[src/rtl/mem_arb_pkg.sv]
// mem_arb_pkg: shared FSM states, port indices and address legality check for mem_port_arbiter
package mem_arb_pkg;
   typedef enum logic [1:0] {IDLE, ACCESS, DONE} state_t;
   localparam logic PORT_CORE = 1'b0;
   localparam logic PORT_LDR = 1'b1;
   function automatic logic addr_illegal(input logic [63:0] addr, input logic [64:0] limit);
      return (addr[1:0] != 2'b00) || ({1'b0, addr} >= limit);
   endfunction
endpackage

[src/rtl/mem_port_arbiter_if.sv]
// mem_port_arbiter_if: requester handshakes and RAM strobes of the two-port memory arbiter
interface mem_port_arbiter_if #(parameter int ADDR_W = 32, parameter int DATA_W = 32);
   logic req0, req1, we0, we1, gnt0, gnt1, done0, done1, err, busy, mem_read, mem_write;
   logic [ADDR_W-1:0] addr0, addr1, mem_addr;
   logic [DATA_W-1:0] wdata0, wdata1, rdata, mem_wdata, mem_rdata;
   modport master (
      output req0, req1, we0, we1, addr0, addr1, wdata0, wdata1, mem_rdata,
      input gnt0, gnt1, done0, done1, rdata, err, busy, mem_read, mem_write, mem_addr, mem_wdata
   );
   modport slave (
      input req0, req1, we0, we1, addr0, addr1, wdata0, wdata1, mem_rdata,
      output gnt0, gnt1, done0, done1, rdata, err, busy, mem_read, mem_write, mem_addr, mem_wdata
   );
endinterface

[src/rtl/mem_arb_pick.sv]
// mem_arb_pick: winner select; round-robin when MEM_ARB_RR_EN is defined, else port 0 always wins ties
module mem_arb_pick
   import mem_arb_pkg::*;
(
   input  logic req0,
   input  logic req1,
`ifdef MEM_ARB_RR_EN
   input  logic last,
`endif
   output logic win
);
`ifdef MEM_ARB_RR_EN
   // on a tie the port that did not win last time is served
   always_comb win = (req0 & req1) ? ~last : (req0 ? PORT_CORE : PORT_LDR);
`else
   // port 0 wins whenever it requests
   always_comb win = req0 ? PORT_CORE : PORT_LDR;
`endif
endmodule

[src/rtl/mem_port_arbiter.sv]
// mem_port_arbiter: two-port single-RAM arbiter, IDLE->ACCESS->DONE per access; MEM_ARB_RR_EN selects round-robin
module mem_port_arbiter
   import mem_arb_pkg::*;
#(
   parameter int ADDR_W = 32,
   parameter int DATA_W = 32,
   parameter int DEPTH_WORDS = 1024
) (
   input logic clk,
   input logic rst,
   mem_port_arbiter_if.slave bus
);
   state_t state, state_n;
   logic any_req, win, grant, bad, acc_ok, lat_we, lat_win, err_flag;
   logic [ADDR_W-1:0] lat_addr;
   logic [DATA_W-1:0] lat_wdata;
`ifdef MEM_ARB_RR_EN
   logic last;
`endif
   assign any_req = bus.req0 | bus.req1;
   assign bad = addr_illegal(64'(lat_addr), 65'(DEPTH_WORDS) << 2);
   mem_arb_pick u_pick (
      .req0(bus.req0),
      .req1(bus.req1),
`ifdef MEM_ARB_RR_EN
      .last(last),
`endif
      .win(win)
   );
   // next state and all handshake/RAM outputs; RAM strobes only in a legal ACCESS
   always_comb begin
      grant = (state == IDLE) & any_req & ~rst;
      acc_ok = (state == ACCESS) & ~bad;
      state_n = (state == IDLE) ? (any_req ? ACCESS : IDLE) : (state == ACCESS) ? DONE : IDLE;
      bus.gnt0 = grant & (win == PORT_CORE);
      bus.gnt1 = grant & (win == PORT_LDR);
      bus.done0 = (state == DONE) & (lat_win == PORT_CORE);
      bus.done1 = (state == DONE) & (lat_win == PORT_LDR);
      bus.err = (state == DONE) & err_flag;
      bus.busy = state != IDLE;
      bus.mem_read = acc_ok & ~lat_we;
      bus.mem_write = acc_ok & lat_we;
      bus.mem_addr = acc_ok ? lat_addr : '0;
      bus.mem_wdata = acc_ok ? lat_wdata : '0;
   end
   // state register
   always_ff @(posedge clk) begin
      if (rst) state <= IDLE;
      else state <= state_n;
   end
   // request latch on grant, read capture and error flag at the end of ACCESS
   always_ff @(posedge clk) begin
      if (rst) begin
         lat_we <= 1'b0;
         lat_win <= PORT_CORE;
         lat_addr <= '0;
         lat_wdata <= '0;
         err_flag <= 1'b0;
         bus.rdata <= '0;
`ifdef MEM_ARB_RR_EN
         last <= PORT_LDR;
`endif
      end else begin
         if (grant) begin
            lat_win <= win;
            lat_we <= win ? bus.we1 : bus.we0;
            lat_addr <= win ? bus.addr1 : bus.addr0;
            lat_wdata <= win ? bus.wdata1 : bus.wdata0;
`ifdef MEM_ARB_RR_EN
            last <= win;
`endif
         end
         if (state == ACCESS) begin
            err_flag <= bad;
            if (bad) bus.rdata <= '0;
            else if (!lat_we) bus.rdata <= bus.mem_rdata;
         end
      end
   end
endmodule

[src/flat_wrapper.sv]
// flat-port wrapper written by rule: the top's interface ports become plain ports
module mem_port_arbiter_flat import mem_arb_pkg::*;
#(
   parameter int ADDR_W = 32,
   parameter int DATA_W = 32,
   parameter int DEPTH_WORDS = 1024
)
  (clk, rst, bus_req0, bus_req1, bus_we0, bus_we1, bus_addr0, bus_addr1, bus_wdata0, bus_wdata1, bus_mem_rdata, bus_gnt0, bus_gnt1, bus_done0, bus_done1, bus_rdata, bus_err, bus_busy, bus_mem_read, bus_mem_write, bus_mem_addr, bus_mem_wdata);
  mem_port_arbiter_if #(.ADDR_W(ADDR_W), .DATA_W(DATA_W)) bus_i ();
  input logic clk;
  input logic rst;
  input wire logic [$bits(bus_i.req0)-1:0] bus_req0;
  input wire logic [$bits(bus_i.req1)-1:0] bus_req1;
  input wire logic [$bits(bus_i.we0)-1:0] bus_we0;
  input wire logic [$bits(bus_i.we1)-1:0] bus_we1;
  input wire logic [$bits(bus_i.addr0)-1:0] bus_addr0;
  input wire logic [$bits(bus_i.addr1)-1:0] bus_addr1;
  input wire logic [$bits(bus_i.wdata0)-1:0] bus_wdata0;
  input wire logic [$bits(bus_i.wdata1)-1:0] bus_wdata1;
  input wire logic [$bits(bus_i.mem_rdata)-1:0] bus_mem_rdata;
  output wire logic [$bits(bus_i.gnt0)-1:0] bus_gnt0;
  output wire logic [$bits(bus_i.gnt1)-1:0] bus_gnt1;
  output wire logic [$bits(bus_i.done0)-1:0] bus_done0;
  output wire logic [$bits(bus_i.done1)-1:0] bus_done1;
  output wire logic [$bits(bus_i.rdata)-1:0] bus_rdata;
  output wire logic [$bits(bus_i.err)-1:0] bus_err;
  output wire logic [$bits(bus_i.busy)-1:0] bus_busy;
  output wire logic [$bits(bus_i.mem_read)-1:0] bus_mem_read;
  output wire logic [$bits(bus_i.mem_write)-1:0] bus_mem_write;
  output wire logic [$bits(bus_i.mem_addr)-1:0] bus_mem_addr;
  output wire logic [$bits(bus_i.mem_wdata)-1:0] bus_mem_wdata;
  assign bus_i.req0 = bus_req0;
  assign bus_i.req1 = bus_req1;
  assign bus_i.we0 = bus_we0;
  assign bus_i.we1 = bus_we1;
  assign bus_i.addr0 = bus_addr0;
  assign bus_i.addr1 = bus_addr1;
  assign bus_i.wdata0 = bus_wdata0;
  assign bus_i.wdata1 = bus_wdata1;
  assign bus_i.mem_rdata = bus_mem_rdata;
  assign bus_gnt0 = bus_i.gnt0;
  assign bus_gnt1 = bus_i.gnt1;
  assign bus_done0 = bus_i.done0;
  assign bus_done1 = bus_i.done1;
  assign bus_rdata = bus_i.rdata;
  assign bus_err = bus_i.err;
  assign bus_busy = bus_i.busy;
  assign bus_mem_read = bus_i.mem_read;
  assign bus_mem_write = bus_i.mem_write;
  assign bus_mem_addr = bus_i.mem_addr;
  assign bus_mem_wdata = bus_i.mem_wdata;
  mem_port_arbiter #(.ADDR_W(ADDR_W), .DATA_W(DATA_W), .DEPTH_WORDS(DEPTH_WORDS)) u_core (.clk(clk), .rst(rst), .bus(bus_i));
endmodule
[config.mk]
export PLATFORM = sky130hd
export DESIGN_NAME = mem_port_arbiter_flat
export DESIGN_NICKNAME = d
export VERILOG_FILES = /design/src/rtl/mem_arb_pkg.sv /design/src/rtl/mem_port_arbiter_if.sv /design/src/rtl/mem_arb_pick.sv /design/src/rtl/mem_port_arbiter.sv /design/src/flat_wrapper.sv
export SDC_FILE = /design/constraint.sdc
export NUM_CORES = 1
export LEC_CHECK = 0
export BUFFER_PORTS_ARGS = -buffer_cell sky130_fd_sc_hd__buf_2
export CAP_MARGIN = 0
export CORE_ASPECT_RATIO = 0.8
export CORE_MARGIN = 1
export CORE_UTILIZATION = 44
export CTS_BUF_LIST = sky130_fd_sc_hd__clkbuf_8
export CTS_CLUSTER_SIZE = 8
export DETAILED_ROUTE_END_ITERATION = 8
export PLACE_DENSITY = 0.83
export SLEW_MARGIN = 30
export SYNTH_ARGS = -nofsm -noshare
export SYNTH_HDL_FRONTEND = slang
export SYNTH_SLANG_ARGS = --single-unit
[constraint.sdc]
create_clock -name clk -period 7.5 [get_ports clk]
set_input_delay 1.5 -clock clk [delete_from_list [all_inputs] [get_ports clk]]
set_output_delay 1.5 -clock clk [all_outputs]
set_load 0.05 [all_outputs]
### After elaboration in Yosys (flattened, before gate mapping)

Cells that the tools add are included.

* register bits: 101
* input port bits: 166
* output and inout bits: 104
* logic and storage cells: 42

* muxes and demuxes: 11
* equality and inequality tests: 3
* reduce and logical (&&, ||, !) cells: 5
* bitwise gates (word level): 15
* magnitude comparators: 1

Operator list (number)
* 2-to-1 mux 32 bit: 6
* greater-or-equal comparator 32 x 13 -> 1 bit (second input constant): 1
* AND 1 bit: 10
* 2-to-1 mux 2 bit: 2
* NOT 1 bit: 4
* nonzero test 2 bit: 2
* 2-to-1 mux 1 bit: 3
* equality test 2 x 1 -> 1 bit (second input constant): 1
* equality test 2 bit (second input constant): 1
* logical NOT 2 bit: 1
* inequality test 2 x 1 -> 1 bit (second input constant): 1
* AND reduction 2 bit: 1
* logical OR 1 bit: 1
* bitwise OR 1 bit: 1

### Longest topological paths before layout

Gate-level depths: netlist of run 1.

* depth after elaboration: 5
* gate-level depth with buffers: 7
* mapped depth without buffers: 4

### Hierarchy

A second synthesis of run 1 with hierarchy kept.

* cell total of the unflattened synthesis: 538
* area total of the unflattened synthesis: 4867.2 um2

Modules (own cells, without submodules)
* mem_port_arbiter: sequential area each 2021.9 um2, instances 1, area each 4863.4 um2, cells an instance 537
* mem_arb_pick: sequential area each 0.0 um2, instances 1, area each 3.8 um2, cells an instance 1

### Worst setup path before layout of run 1

Ideal clock, no wire load.

* kind: input -> output
* start: input bus_req0
* end: output bus_gnt1
* arrival time: 3790 ps
* setup slack: 2210 ps
* stages on the path: 4
* required time: 6000 ps
* buffers on the path: 3
* cells stage by stage: clkbuf_1 > buf_1 > buf_1 > nor4_1

* longest elaborated chain between the ends: 4
* elaborated cells on any way between the ends: 5
* classes of those cells: 1 x mux; 4 x bitwise

RTL lines
* from (decl): RTL line flat_wrapper.sv:12 `input wire logic [$bits(bus_i.req0)-1:0] bus_req0;`
* bitwise OR 1 bit: RTL line mem_port_arbiter.sv:20 `assign any_req = bus.req0 | bus.req1;`
* AND 1 bit (2 in series): RTL line mem_port_arbiter.sv:32 `grant = (state == IDLE) & any_req & ~rst;`
* AND 1 bit (*): RTL line mem_port_arbiter.sv:36 `bus.gnt1 = grant & (win == PORT_LDR);`
* to (decl): RTL line flat_wrapper.sv:22 `output wire logic [$bits(bus_i.gnt1)-1:0] bus_gnt1;`

Every way passes the cells marked *; elsewhere a longest branch is shown, timed or not.

### Final worst setup path of run 1

* start: register u_core.lat_addr[0]
* end: output bus_mem_wdata[6]

* longest elaborated chain between the ends: 5
* elaborated cells on any way between the ends: 6
* classes of those cells: 1 x order compare; 1 x mux; 2 x bitwise; 2 x reduce/logical

RTL lines
* from (decl): RTL line mem_port_arbiter.sv:15 `logic [ADDR_W-1:0] lat_addr;`
* from (signal assigned): RTL line mem_port_arbiter.sv:67 `lat_addr <= win ? bus.addr1 : bus.addr0;`
* greater-or-equal comparator 32 x 13 -> 1 bit or nonzero test 2 bit (tied branches): RTL line mem_arb_pkg.sv:7 `return (addr[1:0] != 2'b00) || ({1'b0, addr} >= limit);`
* logical OR 1 bit (*): RTL line mem_arb_pkg.sv:7
* NOT 1 bit (*): RTL line mem_port_arbiter.sv:33 `acc_ok = (state == ACCESS) & ~bad;`
* AND 1 bit (*): RTL line mem_port_arbiter.sv:33
* 2-to-1 mux 32 bit (*): RTL line mem_port_arbiter.sv:44 `bus.mem_wdata = acc_ok ? lat_wdata : '0;`
* to (decl): RTL line flat_wrapper.sv:31 `output wire logic [$bits(bus_i.mem_wdata)-1:0] bus_mem_wdata;`

Marks and branches as above.

==> summary.txt, run 1 <==
STA
  – Final Hold Viols: 0
  – Total negative slack: 0 ns
  – Worst Setup Slack, final: approximately 2.9 ns
  – Hold_ws: between 0.4 and 0.5 ns
  – Fin crit period: 4.59 ns
  – Worst rel slew slack: 0.361
  – Least-Margin Pin Slew: between 0.9 and 1 ns
  – Tcrit/Tclk final: 0.612
  – Setup repair after global routing missed its margin: no
  – Setup Viol. Count Final: 0
  – Max-slew violations: 0
  – Clk_skew: between 0.01 and 0.015 ns
  – Achievable frequency: around 220 MHz

Layout
  – Share of post-route cells with drive strength above 1: 0.362
  – Ant. Diodes: 0
  – Net count, final: 918
  – Util after Layout: 0.599
  – Fillcell total: between 900 and 1k
  – P&R area growth vs syn: 29.2%

Floorplan
  – Die W: approximately 120 µm
  – Starting density of the core: 0.464
  – Die height: 96.0 µm
  – Die Area: roughly 11000 µm²
  – FP Rows: 33
  – I/O pins: 270
  – Core area: roughly 10000 µm²

Logic synthesis
  – Mux contribution to synthesized area: 0.134
  – Syn_area_per_cell: between 9 and 10 µm²
  – Largest family of logic cells by synthesized area: simple AND/OR/NAND/NOR gates
  – Cell variety after synth: 27
  – Synth area leader: dfxtp_1
  – Post-synthesis register bit count: slightly above 100
  – Simple-gate share of the synthesized area: 0.184
  – Yosys warning total: 0
  – Adder-Cell Fraction of Synth Area: 0
  – Area share of the largest cell type after synthesis: 0.416
  – Post-synthesis xor/xnor area fraction: 0
  – Mapped Area: 4860 µm²
  – Instance count of the mapped netlist: about 540
  – Dominant cells by area after synthesis: dfxtp_1 (42%), mux2i_1 (13%), a211oi_1 (10%)
  – Synth Area in Compound Gates: 0.163
  – Sequential share of the synthesized area: 0.416

Pwr
  – Leakage power: 3.20 nW
  – Overall power: between 1 and 1.5 mW
  – Worst vdd ir: approximately 0.10 mV
  – Cell Pwr Density: just under 200 nW/µm²

Clock network
  – CTS tree: yes
  – H-tree levels: 3
  – Clock Path Buffers: 2
  – Cts repair resizes: 0
  – Num Clock Sinks: 101
  – Hold-fix buffers at CTS: 0
  – Worst skew pair latency: about 0.35 ns
  – Post-CTS Repair Setup Buffers: 0
  – TritonCTS Buffers: 9
  – Reg clk slew, reported paths: ~0.090 ns
  – Clock Root Buffer: clkbuf_8

Placed design
  – I/O Buffers: 247
  – Post-place setup slack: 3.01 ns
  – HPWL Detailed: ~9300 µm
  – GP Congestion: between 0.7 and 0.8

Worst setup path
  – Worst Path Max Fanout: 38
  – Critical Path Source Type: register
  – Worst path cell trace: or4_1, or4_4, nor4_4, buf_4, and2_1, buf_2
  – Data arrival, critical path: 3.09 ns
  – Slowest library cell on the worst path: or4_1
  – CP max stage delay: 0.56 ns
  – Worst Setup End Kind: output port
  – FF-to-FF path depth: 6
  – Setup CP Type: reg -> out
  – Critical Path RT: around 6 ns

Route
  – Via-per-instance ratio: 4.95
  – Routed wire per std cell: around 14 µm
  – Via Count: between 4k and 5k
  – Initial DRC count: around 200
  – DRC: 0
  – Antenna-violating nets left: 0
  – Post-Route WL: about 12000 µm
  – Pre-Repair DR Iteration Count: 4

Global route
  – Vias in the first global route: between 4k and 5k
  – Met2 usage: 0.351
  – Gr usage total: 0.207
  – Global route hottest layer: met2
  – GR Util met3: 0.0545
  – Grt ovf: 0
  – Pin count of the biggest net entering global routing: around 110
  – Met1 Use GR: 0.263
  – First-pass GRT wire length: 18900 µm
  – Antenna violations before repair: 0

Min path
  – Worst min path class: reg -> reg
  – Worst Hold Depth: 2

Run
  – Max cap viols: 0

Run status
  – Status: completed
[cell usage after synthesis]
| cell type | count |
|---|---|
| nor3b_1 | 3 |
| nor2b_1 | 1 |
| and3b_1 | 1 |
| inv_1 | 32 |
| or4_4 | 1 |
| mux2i_1 | 65 |
| nand4b_1 | 1 |
| and2_1 | 44 |
| nor4_4 | 1 |
| dfxtp_1 | 101 |
| a41oi_1 | 1 |
| nor3_1 | 2 |
| a31oi_1 | 1 |
| buf_6 | 4 |
| nand3b_1 | 1 |
| or4_1 | 5 |
| nor2_1 | 70 |
| nor4_1 | 2 |
| nand2b_1 | 32 |
| or2_2 | 2 |
| a21oi_1 | 1 |
| a211oi_1 | 67 |
| clkbuf_1 | 42 |
| buf_4 | 22 |
| buf_1 | 2 |
| o32ai_1 | 31 |
| conb_1 | 1 |
[registers in the layout, summed over array words and instances, names as in the netlist]
register	flops
u_core.lat_we	1
u_core.state	2
u_core.err_flag	1
u_core.lat_addr	32
u_core.bus.rdata	32
u_core.lat_win	1
u_core.lat_wdata	32
[cells by family after synthesis]
family                 count (synthesis)
AO/OA/AOI/OAI                        101
buffers and inverters                102
flip-flops                           101
multiplexers                          65
other                                  1
AND/OR/NAND/NOR                      166
[final cells by class]
cell class                      count  area [µm²]  share of cell area
Inverter                           32         120              0.0191
Tap cell                          140         175              0.0279
Sequential cell                   101        2020               0.322
Clock inverter                      6         104              0.0165
Clock buffer                        9         124              0.0197
Timing Repair Buffer              254        1300               0.207
Multi-Input combinational cell    354        2440               0.388
[power breakdown]
| part | internal, mW | switching [mW] |
|---|---|---|
| clock network | 0.218 | 0.174 |
| logic | 0.0910 | 0.136 |
| registers | 0.579 | 0.0208 |
| total | 0.887 | 0.331 |
[routing by layer]
layer | wire length [µm] | up-vias
met5 | 0 | -
met4 | 116 | 0
met3 | 882 | 12
met2 | 5780 | 184
met1 | 5370 | 1969
li1 | - | 2271
[critical path: cells and delay by family, from the launching register on]
kind | cells | cell delay [ns]
buf+inv | 2 | 0.64
flops | 1 | 0.32
simple gates | 4 | 1.76
[path summary, 6_finish.rpt]
kind	from	end	slack (ns)
setup reg to reg	u_core.lat_addr[0]$_SDFFE_PP0P_	u_core.bus.rdata[1]$_SDFFE_PP0P_	4.60
hold / removal	u_core.err_flag$_SDFFE_PP0P_	u_core.err_flag$_SDFFE_PP0P_	0.48
hold reg to reg	u_core.err_flag$_SDFFE_PP0P_	u_core.err_flag$_SDFFE_PP0P_	0.48
setup / recovery	u_core.lat_addr[0]$_SDFFE_PP0P_	bus_mem_wdata[6]	2.91
[stage by stage]
stage / std cells / area [µm²]
finish: 896 / 6280
global route: 896 / 6280
CTS: 896 / 6280
detailed placement: 881 / 6060
global placement: 879 / 6030
floorplan: 557 / 4940
[layout by cell type, fill, tap and decap left out, types with 2 or more instances in the layout]
cell type,n
nor2_1,69
o32ai_1,31
clkinv_2,2
or4_1,5
nor4_1,2
bufinv_16,3
a211oi_1,67
buf_4,7
nor3_1,2
nand2b_1,32
buf_6,2
buf_2,245
and2_1,44
dfxtp_1,101
clkbuf_8,9
inv_1,33
or2_2,2
nor3b_1,3
mux2i_1,65
conb_1,22
(Power assumes the default switching activity.)
==> run 2, diff against run 1 <==
- ABC_AREA: not set -> 1
- CORE_UTILIZATION: 44 -> 41
- clock period: 7.5 -> 4.12 ns (I/O delays scaled with it)
==> summary.txt, run 2 <==
Run status
  – Status: completed

Worst setup path
  – Worst Path Max Fanout: 44
  – Setup CP Type: reg -> out
  – Data arrival, critical path: around 2.8 ns
  – Most frequent CP cell: nor2_1
  – Critical Path RT: 3.30 ns
  – Slowest library cell on the worst path: nand2_2
  – Worst Setup End Kind: output port
  – Worst path cell trace: nor2_1, nand2_1, nor2_1, nand2_1, nor2_2, buf_4, nand2_2, nor2_1, buf_2
  – CP max stage delay: between 0.5 and 0.6 ns
  – Critical Path Source Type: register

Clock network
  – Hold-fix buffers at CTS: 0
  – CTS tree: yes
  – Clock Path Buffers: 2
  – TritonCTS Buffers: 9
  – Cts repair resizes: 0
  – Post-CTS Repair Setup Buffers: 0
  – H-tree levels: 3
  – Worst skew pair latency: approximately 0.36 ns
  – Num Clock Sinks: between 100 and 150
  – Reg clk slew, reported paths: ~0.11 ns
  – Clock Root Buffer: clkbuf_8

Pwr
  – Cell Pwr Density: 352 nW/µm²
  – Leakage power: between 2 and 3 nW
  – Worst vdd ir: 0.192 mV
  – Overall power: between 2 and 2.5 mW

Route
  – Via-per-instance ratio: between 4 and 5
  – DRC: 0
  – Initial DRC count: ~280
  – Routed wire per std cell: roughly 14 µm
  – Antenna-violating nets left: 0
  – Via Count: a little under 5k
  – Pre-Repair DR Iteration Count: 4
  – Post-Route WL: 13800 µm

Layout
  – Multi-input logic area: 2020 µm²
  – P&R area growth vs syn: 29.3%
  – Fillcell total: approximately 1.1k
  – Net count, final: 1021
  – Largest regs: u_core.bus.rdata (32), u_core.lat_addr (32), u_core.lat_wdata (32)
  – Ant. Diodes: 0
  – FF/Latch Area: 2020 µm²
  – Share of post-route cells with drive strength above 1: 0.326
  – Most frequent cells in the layout: buf_2 (246), nand2_1 (187), dfxtp_1 (101)
  – Most common cell after layout, fill and taps aside: buf_2

STA
  – Achievable frequency: roughly 270 MHz
  – Worst rel slew slack: 0.367
  – Worst Setup Slack, final: 0.456 ns
  – Final Hold Viols: 0
  – Setup repair after global routing missed its margin: no
  – Fin crit period: around 3.7 ns
  – Setup Viol. Count Final: 0
  – Clk_skew: 0.0152 ns
  – Total negative slack: 0 ns
  – Max-slew violations: 0
  – Least-Margin Pin Slew: about 0.95 ns
  – Tcrit/Tclk final: 0.889

Placed design
  – HPWL Detailed: between 9000 and 10000 µm
  – GP Congestion: between 0.8 and 0.9
  – Post-place setup slack: around 0.84 ns
  – I/O Buffers: between 200 and 250

Logic synthesis
  – Cell variety after synth: 20
  – Mapped Area: around 4600 µm²
  – Instance count of the mapped netlist: between 600 and 700
  – Post-synth top cells: nand2_1 (189), dfxtp_1 (101), nor2_1 (62)
  – EDFF count, synth: 0
  – Dominant cells by area after synthesis: dfxtp_1 (44%), nand2_1 (15%), a21oi_1 (6.1%)
  – Syn_area_per_cell: around 7.2 µm²
  – Most frequent cell after synthesis: nand2_1
  – Synth area leader: dfxtp_1
  – Sequential share of the synthesized area: 0.442
  – Post-synthesis register bit count: around 100
  – Yosys warning total: 0
  – Area share of the largest cell type after synthesis: 0.442
  – Post-synthesis async set-or-reset flop share: 0
  – Top FF cell, synth: dfxtp_1

Min path
  – Worst min path class: reg -> reg

Global route
  – First-pass GRT wire length: approximately 21000 µm
  – Pin count of the biggest net entering global routing: 67
  – Antenna violations before repair: 1
  – Gr usage total: 0.226
  – Grt ovf: 0
  – Vias in the first global route: around 4.2k

Floorplan
  – Die height: about 97 µm
  – Starting density of the core: 0.420
  – FP Rows: 34
  – Die Area: around 12000 µm²
  – I/O pins: 270
  – Core area: between 10000 and 15000 µm²
  – Die W: approximately 120 µm

Run
  – Max cap viols: 0
-- run 2: cell count changes after synthesis, sizes merged, moves of 24 or more --
cell	change
mux2i	-65
nand4	+33
a22oi	+24
a31oi	+40
nand2b	-32
a21oi	+55
and2	-44
o32ai	-31
a211oi	-66
nand2	+189
-- run 2: stage by stage --
stage | instances | hold WS, ns | util | instance area (µm²)
final | 1004 | 0.464 | 0.544 | 5920
after global routing | 1004 | 0.478 | 0.544 | 5920
after CTS | 1004 | 0.465 | 0.544 | 5920
after detailed placement | 988 | 0.449 | 0.527 | 5740
after global placement | 987 | 0.446 | 0.525 | 5710
after floorplan | 658 | 0.455 | - | 4660
-- run 2: where the power goes --
group	total, mW	internal [mW]	switching (mW)
logic	0.439	0.136	0.303
clock network	0.589	0.228	0.361
registers	1.06	1.03	0.0278
-- run 2: per-layer routing --
metal  vias up  share of wire  global-route usage
li1       2472              -                   -
met1      2197           0.43               0.284
met2       210           0.48               0.389
met3        18          0.071              0.0534
met4         2          0.013              0.0646
met5         -        0.00073                   0
-- run 2: kinds of logic (layout without fill, tap and decap cells) --
group                  after synthesis  count (layout)  share of synthesized area
and+or+nand+nor                    290             290                      0.261
other                                1              22                   0.000819
buffers and inverters              122             324                      0.135
DFF                                101             101                      0.442
AOI/OAI and AO/OA                  123             123                      0.162
-- run 2: path summary, 6_finish.rpt --
kind / from / endpoint / slack (ns) / cells after the start
worst max-delay path: u_core.lat_addr[28]$_SDFFE_PP0P_ / bus_mem_wdata[28] / 0.46 / 9
worst min-delay path: u_core.bus.rdata[26]$_SDFFE_PP0P_ / u_core.bus.rdata[26]$_SDFFE_PP0P_ / 0.46 / 2
worst min register to register: u_core.bus.rdata[26]$_SDFFE_PP0P_ / u_core.bus.rdata[26]$_SDFFE_PP0P_ / 0.46 / 2
worst max register to register: u_core.state[1]$_SDFF_PP0_ / u_core.lat_addr[27]$_SDFFE_PP0P_ / 1.87 / 9
-- run 2: layout make-up --
cell class	count	area share
Clock buffer	9	0.0209
Clock inverter	7	0.00993
Inverter	53	0.0336
Multi-Input combinational cell	435	0.342
Sequential cell	101	0.342
Tap cell	144	0.0304
Timing Repair Buffer	255	0.222
-- run 2: critical path: cells and delay by family, from the launching register on --
| kind | cells | cell delay [ns] |
|---|---|---|
| AND/OR/NAND/NOR | 7 | 1.51 |
| flip-flops | 1 | 0.33 |
| buffers and inverters | 2 | 0.64 |
==> run 3, diff against run 2 <==
- ABC_AREA: 1 -> not set
- CORE_UTILIZATION: 41 -> 42
==> summary.txt, run 3 (synthesis gave the netlist of run 1 again) <==
STA
  – Final Hold Viols: 0
  – Max-slew violations: 0
  – Total negative slack: 0 ns
  – Hold_ws: about 0.48 ns
  – Setup Viol. Count Final: 0
  – Fin crit period: around 3.8 ns
  – Achievable frequency: about 260 MHz
  – Least-Margin Pin Slew: between 0.8 and 0.9 ns
  – Worst rel slew slack: 0.431
  – Tcrit/Tclk final: 0.934
  – Setup repair after global routing missed its margin: no
  – Clk_skew: 0.0131 ns

Clock network
  – Clock Path Buffers: 2
  – TritonCTS Buffers: 9
  – CTS tree: yes
  – Post-CTS Repair Setup Buffers: 0
  – Num Clock Sinks: ~100
  – Worst skew pair latency: roughly 0.36 ns
  – Reg clk slew, reported paths: around 0.10 ns
  – Cts repair resizes: 0
  – Clock Root Buffer: clkbuf_8
  – Hold-fix buffers at CTS: 0
  – H-tree levels: 3

Pwr
  – Leakage power: between 3 and 4 nW
  – Cell Pwr Density: between 300 and 400 nW/µm²
  – Worst vdd ir: roughly 0.19 mV

Global route
  – First-pass GRT wire length: about 19000 µm
  – Gr usage total: 0.195
  – Grt ovf: 0
  – Vias in the first global route: around 4k
  – Antenna violations before repair: 0
  – Pin count of the biggest net entering global routing: 89

Worst setup path
  – Worst Path Max Fanout: 38
  – Slowest library cell on the worst path: or4_1
  – CP max stage delay: about 0.58 ns
  – WP depth: 6
  – Critical Path Source Type: register
  – Setup CP Type: reg -> out
  – Worst path cell trace: or4_1, or4_4, nor4_4, buf_4, and2_1, buf_2
  – WP buf/inv: 2
  – Data arrival, critical path: about 3 ns
  – Family with the most delay on the worst path: simple AND/OR/NAND/NOR gates
  – Worst Setup End Kind: output port
  – FF-to-FF path depth: 5
  – Critical Path RT: ~3.3 ns

Floorplan
  – Starting density of the core: 0.440
  – I/O pins: 270
  – FP Rows: 34
  – Die Area: 12000 µm²
  – Core area: between 10000 and 15000 µm²
  – Die height: around 98 µm
  – Die W: 122 µm

Layout
  – Ant. Diodes: 0
  – Most frequent cells in the layout: buf_2 (245), dfxtp_1 (101), nor2_1 (69)
  – Most common cell after layout, fill and taps aside: buf_2
  – Fin area: about 6300 µm²
  – Largest regs: u_core.bus.rdata (32), u_core.lat_addr (32), u_core.lat_wdata (32)
  – Net count, final: 920
  – Share of post-route cells with drive strength above 1: 0.366
  – Util after Layout: 0.570
  – P&R area growth vs syn: 29.6%

Route
  – Initial DRC count: 169
  – Via Count: about 4.4k
  – Post-Route WL: about 12000 µm
  – DRC: 0
  – Pre-Repair DR Iteration Count: 5
  – Antenna-violating nets left: 0
  – Routed wire per std cell: between 10 and 15 µm
  – Via-per-instance ratio: 4.82

Placed design
  – HPWL Detailed: between 8000 and 9000 µm
  – Post-DP Area: approximately 6000 µm²
  – I/O Buffers: 247
  – GP Congestion: about 0.74

Run status
  – Status: completed

Run
  – Max cap viols: 0

Min path
  – Worst Hold Depth: 2
  – Worst min path class: reg -> reg
-- run 3: worst paths after layout --
kind	endpoint	startpoint	slack, ns
worst min-delay path	u_core.err_flag$_SDFFE_PP0P_	u_core.err_flag$_SDFFE_PP0P_	0.48
worst min register to register	u_core.err_flag$_SDFFE_PP0P_	u_core.err_flag$_SDFFE_PP0P_	0.48
worst max register to register	u_core.err_flag$_SDFFE_PP0P_	u_core.lat_addr[26]$_SDFFE_PP0P_	1.67
worst max-delay path	bus_mem_wdata[6]	u_core.lat_addr[26]$_SDFFE_PP0P_	0.27
-- run 3: area by class of cell --
| class | instances | area [µm²] |
|---|---|---|
| clock buffer | 9 | 124 |
| clock inverter | 7 | 82.6 |
| fill | 1011 | 4760 |
| inverter | 32 | 120 |
| multi-input combinational | 354 | 2440 |
| sequential | 101 | 2020 |
| tap | 144 | 180 |
| timing repair buffer | 256 | 1330 |
-- run 3: per-layer routing --
layer	global-route usage	routed length [µm]	vias to the layer above
met3	0.0456	735	9
met4	0.0478	102	0
li1	-	-	2281
met5	0	0	-
met1	0.239	5410	1911
met2	0.340	5740	152
-- run 3: power by group --
part           internal, mW  total, mW  switching (mW)
Clock                 0.289      0.646           0.357
Combinational         0.175      0.422           0.248
Sequential             1.05       1.09          0.0411
Total                  1.52       2.16           0.646
-- run 3: worst register-to-register path, cell delays in order (launching register included) --
cell      delay, ns
dfxtp_1        0.33
or4_1          0.58
or4_4          0.52
nor4_4         0.42
buf_4          0.37
a211oi_1       0.10
-- run 3: per-stage QoR --
| stage | cells | setup slack, ns | total power [mW] |
|---|---|---|---|
| floorplan | 557 | 0.182 | 1.41 |
| global placement | 887 | 0.735 | 1.53 |
| detailed placement | 887 | 0.645 | 1.54 |
| CTS | 903 | 0.220 | 2.19 |
| global route | 903 | 0.0878 | 2.28 |
| finish | 903 | 0.270 | 2.16 |
